<file path="config.mk">
export PLATFORM = sky130hd
export DESIGN_NAME = regfile_write_queue
export DESIGN_NICKNAME = d
export VERILOG_FILES = /design/src/rtl/pipeline_defs.sv /design/src/rtl/wq_storage.sv /design/src/rtl/regfile_write_queue.sv
export SDC_FILE = /design/constraint.sdc
export NUM_CORES = 1
export LEC_CHECK = 0
export ABC_AREA = 1
export CELL_PAD_IN_SITES_DETAIL_PLACEMENT = 1
export CELL_PAD_IN_SITES_GLOBAL_PLACEMENT = 2
export CORE_AREA = 2 2 196 198
export CTS_CLUSTER_DIAMETER = 150
export DETAILED_ROUTE_END_ITERATION = 12
export DIE_AREA = 0 0 198 200
export MAX_ROUTING_LAYER = met4
export PLACE_DENSITY = 0.85
export SLEW_MARGIN = 20
export SYNTH_ARGS = -nofsm -noshare
export SYNTH_HDL_FRONTEND = slang
export SYNTH_SLANG_ARGS = --single-unit
</file>
<file path="constraint.sdc">
create_clock -name clk -period 4.49 [get_ports clk]
set_input_delay 0.898 -clock clk [delete_from_list [all_inputs] [get_ports clk]]
set_output_delay 0.898 -clock clk [all_outputs]
set_load 0.03 [all_outputs]
</file>
<file path="src/rtl/pipeline_defs.sv">
// Shared widths and entry layout for the register-file writeback path.
// A queued entry is {register index, value}, with the index in the MSBs.
package pipeline_defs;
   localparam int DATA_W     = 32;
   localparam int REG_ADDR_W = 2;
   localparam int WB_DEPTH   = 4;
   localparam int ENTRY_W    = REG_ADDR_W + DATA_W;
endpackage

</file>
<file path="src/rtl/wq_storage.sv">
// Entry array for the writeback queue: two write ports, and every slot exposed
// so the top module can run the forwarding search over the whole array.
module wq_storage
   import pipeline_defs::*;
#(
   parameter int depth   = WB_DEPTH,
   parameter int entry_w = ENTRY_W
) (
   input  logic                              clk,
   input  logic [$clog2(depth)-1:0]          i_a_idx,
   input  logic [entry_w-1:0]                i_a_entry,
   input  logic                              i_a_en,
   input  logic [$clog2(depth)-1:0]          i_b_idx,
   input  logic [entry_w-1:0]                i_b_entry,
   input  logic                              i_b_en,
   output logic [depth-1:0][entry_w-1:0]     o_contents
);

   logic [depth-1:0][entry_w-1:0] r_mem;

   // The two indices always differ when both enables are set, so port order is irrelevant.
   always_ff @(posedge clk) begin
      if (i_a_en) r_mem[i_a_idx] <= i_a_entry;
      if (i_b_en) r_mem[i_b_idx] <= i_b_entry;
   end

   assign o_contents = r_mem;

endmodule

</file>
<file path="src/rtl/regfile_write_queue.sv">
// Writer-side front end of the register file: merges memory and ALU writeback
// results into a FIFO, drains one per cycle, and forwards queued values to decode.
module regfile_write_queue
   import pipeline_defs::*;
#(
   parameter int data_width = DATA_W,
   parameter int addr_width = REG_ADDR_W,
   parameter int depth      = WB_DEPTH
) (
   input  logic                      clk,
   input  logic                      rst_n,
   input  logic                      mem_valid,
   output logic                      mem_ready,
   input  logic [addr_width-1:0]     mem_addr,
   input  logic [data_width-1:0]     mem_data,
   input  logic                      alu_valid,
   output logic                      alu_ready,
   input  logic [addr_width-1:0]     alu_addr,
   input  logic [data_width-1:0]     alu_data,
   input  logic                      wr_stall,
   output logic                      wena,
   output logic [addr_width-1:0]     waddr,
   output logic [data_width-1:0]     wdata,
   input  logic [addr_width-1:0]     fwd_addr,
   output logic                      fwd_hit,
   output logic [data_width-1:0]     fwd_data,
   output logic [$clog2(depth):0]    count
);

   localparam int ptr_w   = $clog2(depth);
   localparam int cnt_w   = ptr_w + 1;
   localparam int entry_w = addr_width + data_width;

   logic [ptr_w-1:0]                 r_rd_ptr;
   logic [ptr_w-1:0]                 r_wr_ptr;
   logic [cnt_w-1:0]                 r_count;

   logic [cnt_w-1:0]                 w_free;
   logic                             w_mem_fire;
   logic                             w_alu_fire;
   logic [ptr_w-1:0]                 w_alu_idx;
   logic [cnt_w-1:0]                 w_enq_cnt;
   logic                             w_deq;
   logic [depth-1:0][entry_w-1:0]    w_contents;
   logic [entry_w-1:0]               w_head;
   logic [depth-1:0]                 w_match;
   logic [depth-1:0][data_width-1:0] w_slot_data;

   // Readies look only at the registered count, keeping valid off any ready path.
   assign w_free    = cnt_w'(depth) - r_count;
   assign mem_ready = (w_free >= cnt_w'(1));
   assign alu_ready = (w_free >= cnt_w'(2));

   assign w_mem_fire = mem_valid && mem_ready;
   assign w_alu_fire = alu_valid && alu_ready;
   assign w_alu_idx  = r_wr_ptr + ptr_w'(w_mem_fire);
   assign w_enq_cnt  = cnt_w'(w_mem_fire) + cnt_w'(w_alu_fire);
   assign w_deq      = (r_count != '0) && !wr_stall;

   wq_storage #(
      .depth   (depth),
      .entry_w (entry_w)
   ) u_storage (
      .clk        (clk),
      .i_a_idx    (r_wr_ptr),
      .i_a_entry  ({mem_addr, mem_data}),
      .i_a_en     (w_mem_fire),
      .i_b_idx    (w_alu_idx),
      .i_b_entry  ({alu_addr, alu_data}),
      .i_b_en     (w_alu_fire),
      .o_contents (w_contents)
   );

   assign w_head = w_contents[r_rd_ptr];
   assign wena   = w_deq;
   assign waddr  = (r_count != '0) ? w_head[entry_w-1 -: addr_width] : '0;
   assign wdata  = (r_count != '0) ? w_head[data_width-1:0] : '0;
   assign count  = r_count;

   always_ff @(posedge clk) begin
      if (!rst_n) begin
         r_rd_ptr <= '0;
         r_wr_ptr <= '0;
         r_count  <= '0;
      end else begin
         r_rd_ptr <= r_rd_ptr + ptr_w'(w_deq);
         r_wr_ptr <= r_wr_ptr + ptr_w'(w_enq_cnt);
         r_count  <= r_count + w_enq_cnt - cnt_w'(w_deq);
      end
   end

   // Slot gi is the gi-th oldest queued entry; only the first count slots are live.
   genvar gi;
   generate
      for (gi = 0; gi < depth; gi++) begin : g_fwd
         logic [entry_w-1:0] w_ent;
         assign w_ent           = w_contents[r_rd_ptr + ptr_w'(gi)];
         assign w_match[gi]     = (cnt_w'(gi) < r_count) &&
                                  (w_ent[entry_w-1 -: addr_width] == fwd_addr);
         assign w_slot_data[gi] = w_ent[data_width-1:0];
      end
   endgenerate

   // Walking oldest to youngest lets the youngest match overwrite earlier ones.
   always_comb begin
      fwd_hit  = 1'b0;
      fwd_data = '0;
      for (int i = 0; i < depth; i++) begin
         if (w_match[i]) begin
            fwd_hit  = 1'b1;
            fwd_data = w_slot_data[i];
         end
      end
   end

endmodule

</file>
After elaboration in Yosys (flattened, before gate mapping)
Index checks and enable logic that the tools add are counted.
Operators by class
  add/subtract/negate cells: 10
  $lt $le $gt $ge: 14
  eq/ne operators: 4
  mux-type cells: 26
  reduce and logical (&&, ||, !) cells: 11
Operators with widths (count)
  binary-select mux 34 bit (select 2 bit): 4
  bitwise mux 136 bit: 2
  2-to-1 mux 136 bit: 2
  2-to-1 mux 34 bit: 6
  2-to-1 mux 32 bit: 5
  demux 34 bit (select 2 bit): 2
  < comparator 2 x 3 -> 1 bit, second input constant: 6
  logical AND 1 bit: 9
  equality test 2 bit: 4
  < comparator 1 x 3 -> 1 bit, first input constant: 2
  < comparator 2 x 3 -> 1 bit, first input constant: 2
  adder 2 x 1 -> 2 bit: 2
  adder 2 bit, second input constant: 2
  >= comparator 2 x 1 -> 1 bit, second input constant: 2
  2-to-1 mux 1 bit: 4
  adder 3 x 2 -> 3 bit: 1
  >= comparator 3 x 1 -> 1 bit, second input constant: 1
  >= comparator 3 x 2 -> 1 bit, second input constant: 1
  nonzero test 3 bit: 1
  subtractor 3 x 1 -> 3 bit: 1
  subtractor 3 bit, first input constant: 1
  adder 1 x 1 -> 2 bit: 1
  adder 2 x 1 -> 2 bit, second input constant: 1
  adder 2 bit: 1
  2 further kinds: 2
Word-level totals
  flip-flop bits (word level): 143
  word-level logic and storage cells: 72

Logic depth before layout (Yosys ltp)
  depth after elaboration: 10
  mapped depth: 18
  mapped depth without buffers: 18

Hierarchy
A second synthesis with hierarchy kept.
Unflattened totals
  cells, all modules: 2324
  area total of the unflattened synthesis: 12339.3 um^2
Modules (own cells, without submodules)
  wq_storage: instances 1, cells each 1064, area each 6661.4 um^2
  regfile_write_queue: instances 1, cells each 1260, area each 5677.9 um^2

Worst setup path before layout
No wires, ideal clock.
  path type: register to register
  from: register r_count[0], in the netlist count[0]
  to: register r_count[2], in the netlist count[2]
  arrival: 3.254 ns
  setup slack: 1.124 ns
  cell stages (with the launch flop): 19
  clock period less this slack: 3.366 ns
  path through: dfxtp_1 > inv_1 > ha_1 > ha_1 > inv_1 > nor2_1 > nand2_1 > nand2_1 > inv_1 > ha_1 > inv_1 > ha_1 > inv_1 > ha_1 > inv_1 > fa_1 > xor2_1 > inv_1 > nor2_1
On the way
  word-level cells in the longest chain between the ends: 6
  elaborated cells on any way between the ends: 10
  classes of those cells: 4 x add/sub; 2 x order compare; 4 x reduce/logical
Ends and longest elaborated chain
  start, declared: line regfile_write_queue.sv:36  | logic [cnt_w-1:0] r_count;
  start signal, assigned: line regfile_write_queue.sv:88  | r_count <= r_count + w_enq_cnt - cnt_w'(w_deq);
  subtractor 3 bit: line regfile_write_queue.sv:50  | assign w_free = cnt_w'(depth) - r_count;
  >= comparator 3 x 1 -> 1 bit: line regfile_write_queue.sv:51  | assign mem_ready = (w_free >= cnt_w'(1));
  net mem_ready: line regfile_write_queue.sv:13  | output logic mem_ready,
  logical AND 1 bit: line regfile_write_queue.sv:54  | assign w_mem_fire = mem_valid && mem_ready;
  adder 1 x 1 -> 2 bit: line regfile_write_queue.sv:57  | assign w_enq_cnt = cnt_w'(w_mem_fire) + cnt_w'(w_alu_fire);
  adder 3 x 2 -> 3 bit: line regfile_write_queue.sv:88
  subtractor 3 x 1 -> 3 bit: line regfile_write_queue.sv:88
The timed path passes the listed nets, and every way through them passes these cells.
A chain may end at the register's enable or synchronous reset.

Worst setup path after layout
  from: register r_rd_ptr[0]
  to: output port fwd_data[10]
On the way
  word-level cells in the longest chain between the ends: 8
  elaborated cells on any way between the ends: 23
  classes of those cells: 3 x add/sub; 4 x eq/ne; 12 x mux; 4 x reduce/logical
Ends and longest elaborated chain
  start, declared: line regfile_write_queue.sv:34  | logic [ptr_w-1:0] r_rd_ptr;
  start signal, assigned: line regfile_write_queue.sv:86  | r_rd_ptr <= r_rd_ptr + ptr_w'(w_deq);
  adder 2 x 1 -> 2 bit / binary-select mux 34 bit (select 2 bit) (equally long branches): line regfile_write_queue.sv:97  | assign w_ent = w_contents[r_rd_ptr + ptr_w'(gi)];
  binary-select mux 34 bit (select 2 bit) / 2-to-1 mux 34 bit (equally long branches): line regfile_write_queue.sv:97
  2-to-1 mux 34 bit (implied by the code) / equality test 2 bit (equally long branches): line regfile_write_queue.sv:97, regfile_write_queue.sv:99
  equality test 2 bit / logical AND 1 bit (equally long branches): line regfile_write_queue.sv:99, regfile_write_queue.sv:98
  logical AND 1 bit / 2-to-1 mux 32 bit (equally long branches): line regfile_write_queue.sv:98, regfile_write_queue.sv:109
  2-to-1 mux 32 bit (2 in series): line regfile_write_queue.sv:109  | if (w_match[i]) begin
  2-to-1 mux 32 bit (*): line regfile_write_queue.sv:109
  end, declared: line regfile_write_queue.sv:26  | output logic [data_width-1:0] fwd_data,
Mark *: on every way between the ends. The rest lies on a longest branch, timed or not. The select of a mux whose other input is x is not followed.

==> results by stage <==
Critical path:
- The slowest stage of the critical path is the sky130_fd_sc_hd__dfxtp_4 cell.
- Traced cell by cell, the critical path runs through inv_4 -> nand2_2 -> nand2_2 -> nand2_1 -> nand2_1 -> a21oi_1 -> nand3_4 -> nand2_1 -> nand2_1 -> nand2_1 -> nand2_1 -> nand2_1 -> buf_12.
- The sort of element at the end of the critical path is a primary output.
- The number of buffer and inverter instances along the worst setup path is 2.
- The length in cells of the worst reg-to-reg path is 14.
- Broken down by cell family, the worst path's largest delay share belongs to simple AND/OR/NAND/NOR gates.
- The worst register-to-register path begins at count[0].
- The dominant cell type by count on the critical path is sky130_fd_sc_hd__nand2_1.
- The endpoint of the most critical setup path is fwd_data[10].
- The worst setup path is launched from a flip-flop.
- The start-to-end type of the worst setup path is reg -> out.
- The register-to-register setup slack is approximately 780 ps.
- On the worst path, the slowest cell contributes a delay of 710 ps.
- The critical path starts at r_rd_ptr[0].
- At the worst endpoint, the required time is about 3600 ps.
- The largest fanout on the critical path is 49.
- The critical path crosses 13 cells after its start point.
- The reg-to-reg critical path endpoint is u_storage.o_contents[6].
- The arrival time at the worst endpoint is 3260 ps.

Layout:
- Once layout is complete, the utilization of the core stands at 0.383.
- After filler insertion, the fill cell instance count of the layout stands at just under 5000.
- Of the cells placed in the final design, the portion with a size suffix greater than 1 is 0.0757.
- The summed area of non-filler cells in the final layout is around 0.014 mm^2.
- The layout overhead on the synthesized area is 20.5%.
- The total number of nets in the final design is 2189.

STA:
- Setup violations remaining at the end of the flow were counted as 0.
- Between clock sinks in the finished design, the worst skew comes to 13.7 ps.
- Across all setup checks in the final design, the least slack found is 333 ps.
- The smallest clock period supported by the final layout is computed as 4160 ps.
- In this run the tightest slew margin relative to its limit is 0.470.
- Setup repair after global routing left no endpoint under its margin.
- The period utilization is 0.926.
- The max-slew violation count was 0.
- The timing-limited maximum frequency is 241 MHz.
- The transition at the pin with the smallest max-transition slack is around 790 ps.
- The hold violation total from the final report is 0.
- The aggregate negative setup slack is 0 ps.

Logic synthesis:
- After synthesis, the netlist uses 40 different library cells.
- After synthesis the cells add up to 0.0119 mm^2.
- In the post-synthesis netlist, the biggest area contributors are sky130_fd_sc_hd__dfxtp_1 24%, sky130_fd_sc_hd__nand2_1 21%, sky130_fd_sc_hd__o21ai_0 12%.
- After synthesis, the share of flip-flops with an asynchronous set or reset is 0.
- The biggest area contributor in the post-synthesis netlist is sky130_fd_sc_hd__dfxtp_1.
- Yosys printed 0 warnings.
- For this run, the leading register cell type out of synthesis is sky130_fd_sc_hd__dfxtp_1.
- The share of the Yosys chip area taken by registers is 0.241.
- Counting every net in the synthesized netlist gives 2132.
- The mean area per synthesized cell is 5.81 um^2.
- The area fraction of the dominant cell type after synthesis is 0.241.
- Sorting the synthesized cells by how often they occur yields 669 x sky130_fd_sc_hd__nand2_1, 356 x sky130_fd_sc_hd__inv_1, 287 x sky130_fd_sc_hd__o21ai_0, 143 x sky130_fd_sc_hd__dfxtp_1, 112 x sky130_fd_sc_hd__nand3_1.
- The synthesized design contains 0 enable-type register cells.
- After synthesis the netlist holds a flip-flop and latch count of 143.
- The most instantiated library cell after synthesis is sky130_fd_sc_hd__nand2_1.
- Synthesis handed over a netlist of around 2000 instances.

Clocking:
- Gates resized during post-CTS repair numbered 0.
- The clock reaches the later pin of the worst-skew pair after roughly 460 ps.
- The post-CTS setup buffer count is 0.
- The clock-pin transition on the worst setup and hold timing paths is 60 ps.
- TritonCTS built the clock tree.
- The maximum buffer depth of the clock tree is 2.
- Hold repair after CTS inserted 0 buffers.
- The clock root buffer is sky130_fd_sc_hd__clkbuf_16.
- TritonCTS created 17 clock buffers.
- The clock sink count is 143.
- The number of H-tree levels is 4.

Job:
- Max-cap violations in this run came to 0.

Route:
- The detailed router placed 13175 vias in this run.
- The detailed router finished its first iteration with 617 violations.
- The routed design has 47100 um of wire.
- For this run, design rule violations remaining after detail routing come to 0.
- The pre-antenna-repair detailed-routing pass consisted of 5 iterations.
- The vias per cell is between 5 and 6.
- The number of routed nets with antenna violations is 0.
- In the final routed layout, each cell accounts on average for approximately 18 um.

Place:
- The placed instances occupy a cell area of 0.0137 mm^2.
- Once detailed placement completed, the half-perimeter wirelength came to 31400 um.
- The routability congestion estimate is 0.812.
- At the placement stage, the worst setup path has a slack of 520 ps.
- The number of buffers inserted by port buffering is 147.

Outcome:
- The flow ran to the end, and the final reports show no timing, DRC or antenna violations.

Hold path:
- The min-delay analysis places its worst path in the category reg -> reg.

Global route:
- The maximum number of pins on one net before global-route repair is 90.
- The first global-routing pass estimated around 74000 um of wire.
- The aggregate global-route resource usage is 0.249.
- The number of global-route vias before repair is approximately 13000.
- The total global routing overflow is 0.
- The number of antenna violations at the first check in global routing is 1.

Floorplan:
- The die is 198 um wide.
- The core area is 0.0374 mm^2.
- The die covers 0.0396 mm^2.
- The number of top-level pins is about 150.
- The floorplan has between 70 and 80 rows.
- The initial utilization of the core area, before any placement, comes to 0.318.
- The die boundary height is 200 um.
## layout by cell type (no fill, tap or decap), types with 5 or more instances in the layout
cell type / synthesis / layout
sky130_fd_sc_hd__nand2_1: 669 / 668
sky130_fd_sc_hd__inv_1: 356 / 356
sky130_fd_sc_hd__o21ai_0: 287 / 287
sky130_fd_sc_hd__dfxtp_1: 143 / 141
sky130_fd_sc_hd__clkdlybuf4s50_1: 0 / 114
sky130_fd_sc_hd__nand3_1: 112 / 109
sky130_fd_sc_hd__o211ai_1: 102 / 102
sky130_fd_sc_hd__o21ai_1: 77 / 77
sky130_fd_sc_hd__buf_4: 7 / 50
sky130_fd_sc_hd__nor2_1: 41 / 41
sky130_fd_sc_hd__mux2_2: 33 / 33
sky130_fd_sc_hd__o21a_1: 32 / 32
sky130_fd_sc_hd__buf_12: 0 / 19
sky130_fd_sc_hd__clkbuf_16: 0 / 18
sky130_fd_sc_hd__ha_1: 11 / 10
sky130_fd_sc_hd__nand2_2: 5 / 6
sky130_fd_sc_hd__nor3_4: 1 / 5
## per-stage QoR
step	hold WS, ps	instances
6_report	614	2626
5_1_grt	655	2626
4_1_cts	616	2625
3_5_place_dp	582	2594
3_3_place_gp	564	2594
2_1_floorplan	524	2045
## cell families after synthesis
logic type,Yosys count,share of synthesized area
compound gates,503,0.240
xor+xnor,6,0.00505
fa+ha+maj,12,0.0133
buf+inv,505,0.181
flops,143,0.241
mux,33,0.0313
simple gates,843,0.288
## layout make-up
| cell class | instances | area [um^2] | share of cell area |
|---|---|---|---|
| clock buffers | 21 | 462 | 0.0322 |
| inverters | 360 | 1360 | 0.0947 |
| well taps | 511 | 639 | 0.0446 |
| diodes | 1 | 2.50 | 0.000175 |
| flip-flops and latches | 143 | 2870 | 0.200 |
| multi-input cells | 1397 | 6940 | 0.484 |
| repair buffers | 183 | 1900 | 0.132 |
| clock inverters | 10 | 160 | 0.0112 |
## worst min path at each step
stage,slack (ps),cells past startpoint,start,end
after detailed placement,580,2,u_storage.o_contents[134],u_storage.o_contents[134]
after global placement,560,2,u_storage.o_contents[134],u_storage.o_contents[134]
after floorplan,520,2,u_storage.o_contents[134],u_storage.o_contents[134]
after CTS,620,4,u_storage.o_contents[97],u_storage.o_contents[97]
final,610,4,u_storage.o_contents[60],u_storage.o_contents[60]
after global routing,660,4,u_storage.o_contents[60],u_storage.o_contents[60]
## worst min-delay path, delay by kind of cell, from the launching register on
kind,cells,cell delay [ps]
buffers and inverters,2,110
flip-flops,1,310
AO/OA/AOI/OAI,2,160
## flip-flops by register name, indices dropped and copies added (netlist names)
name                  cells
u_storage.o_contents    136
count                     3
r_rd_ptr                  2
r_wr_ptr                  2
## routing by layer
metal | global-route usage | routed length [um]
met1 | 0.313 | 22100
met5 | - | 0
met2 | 0.418 | 22500
met4 | 0.0749 | 1120
met3 | 0.0324 | 1350
Power is not shown: default switching activity piles up to over one toggle a cycle in this logic, so the estimate is an artifact.
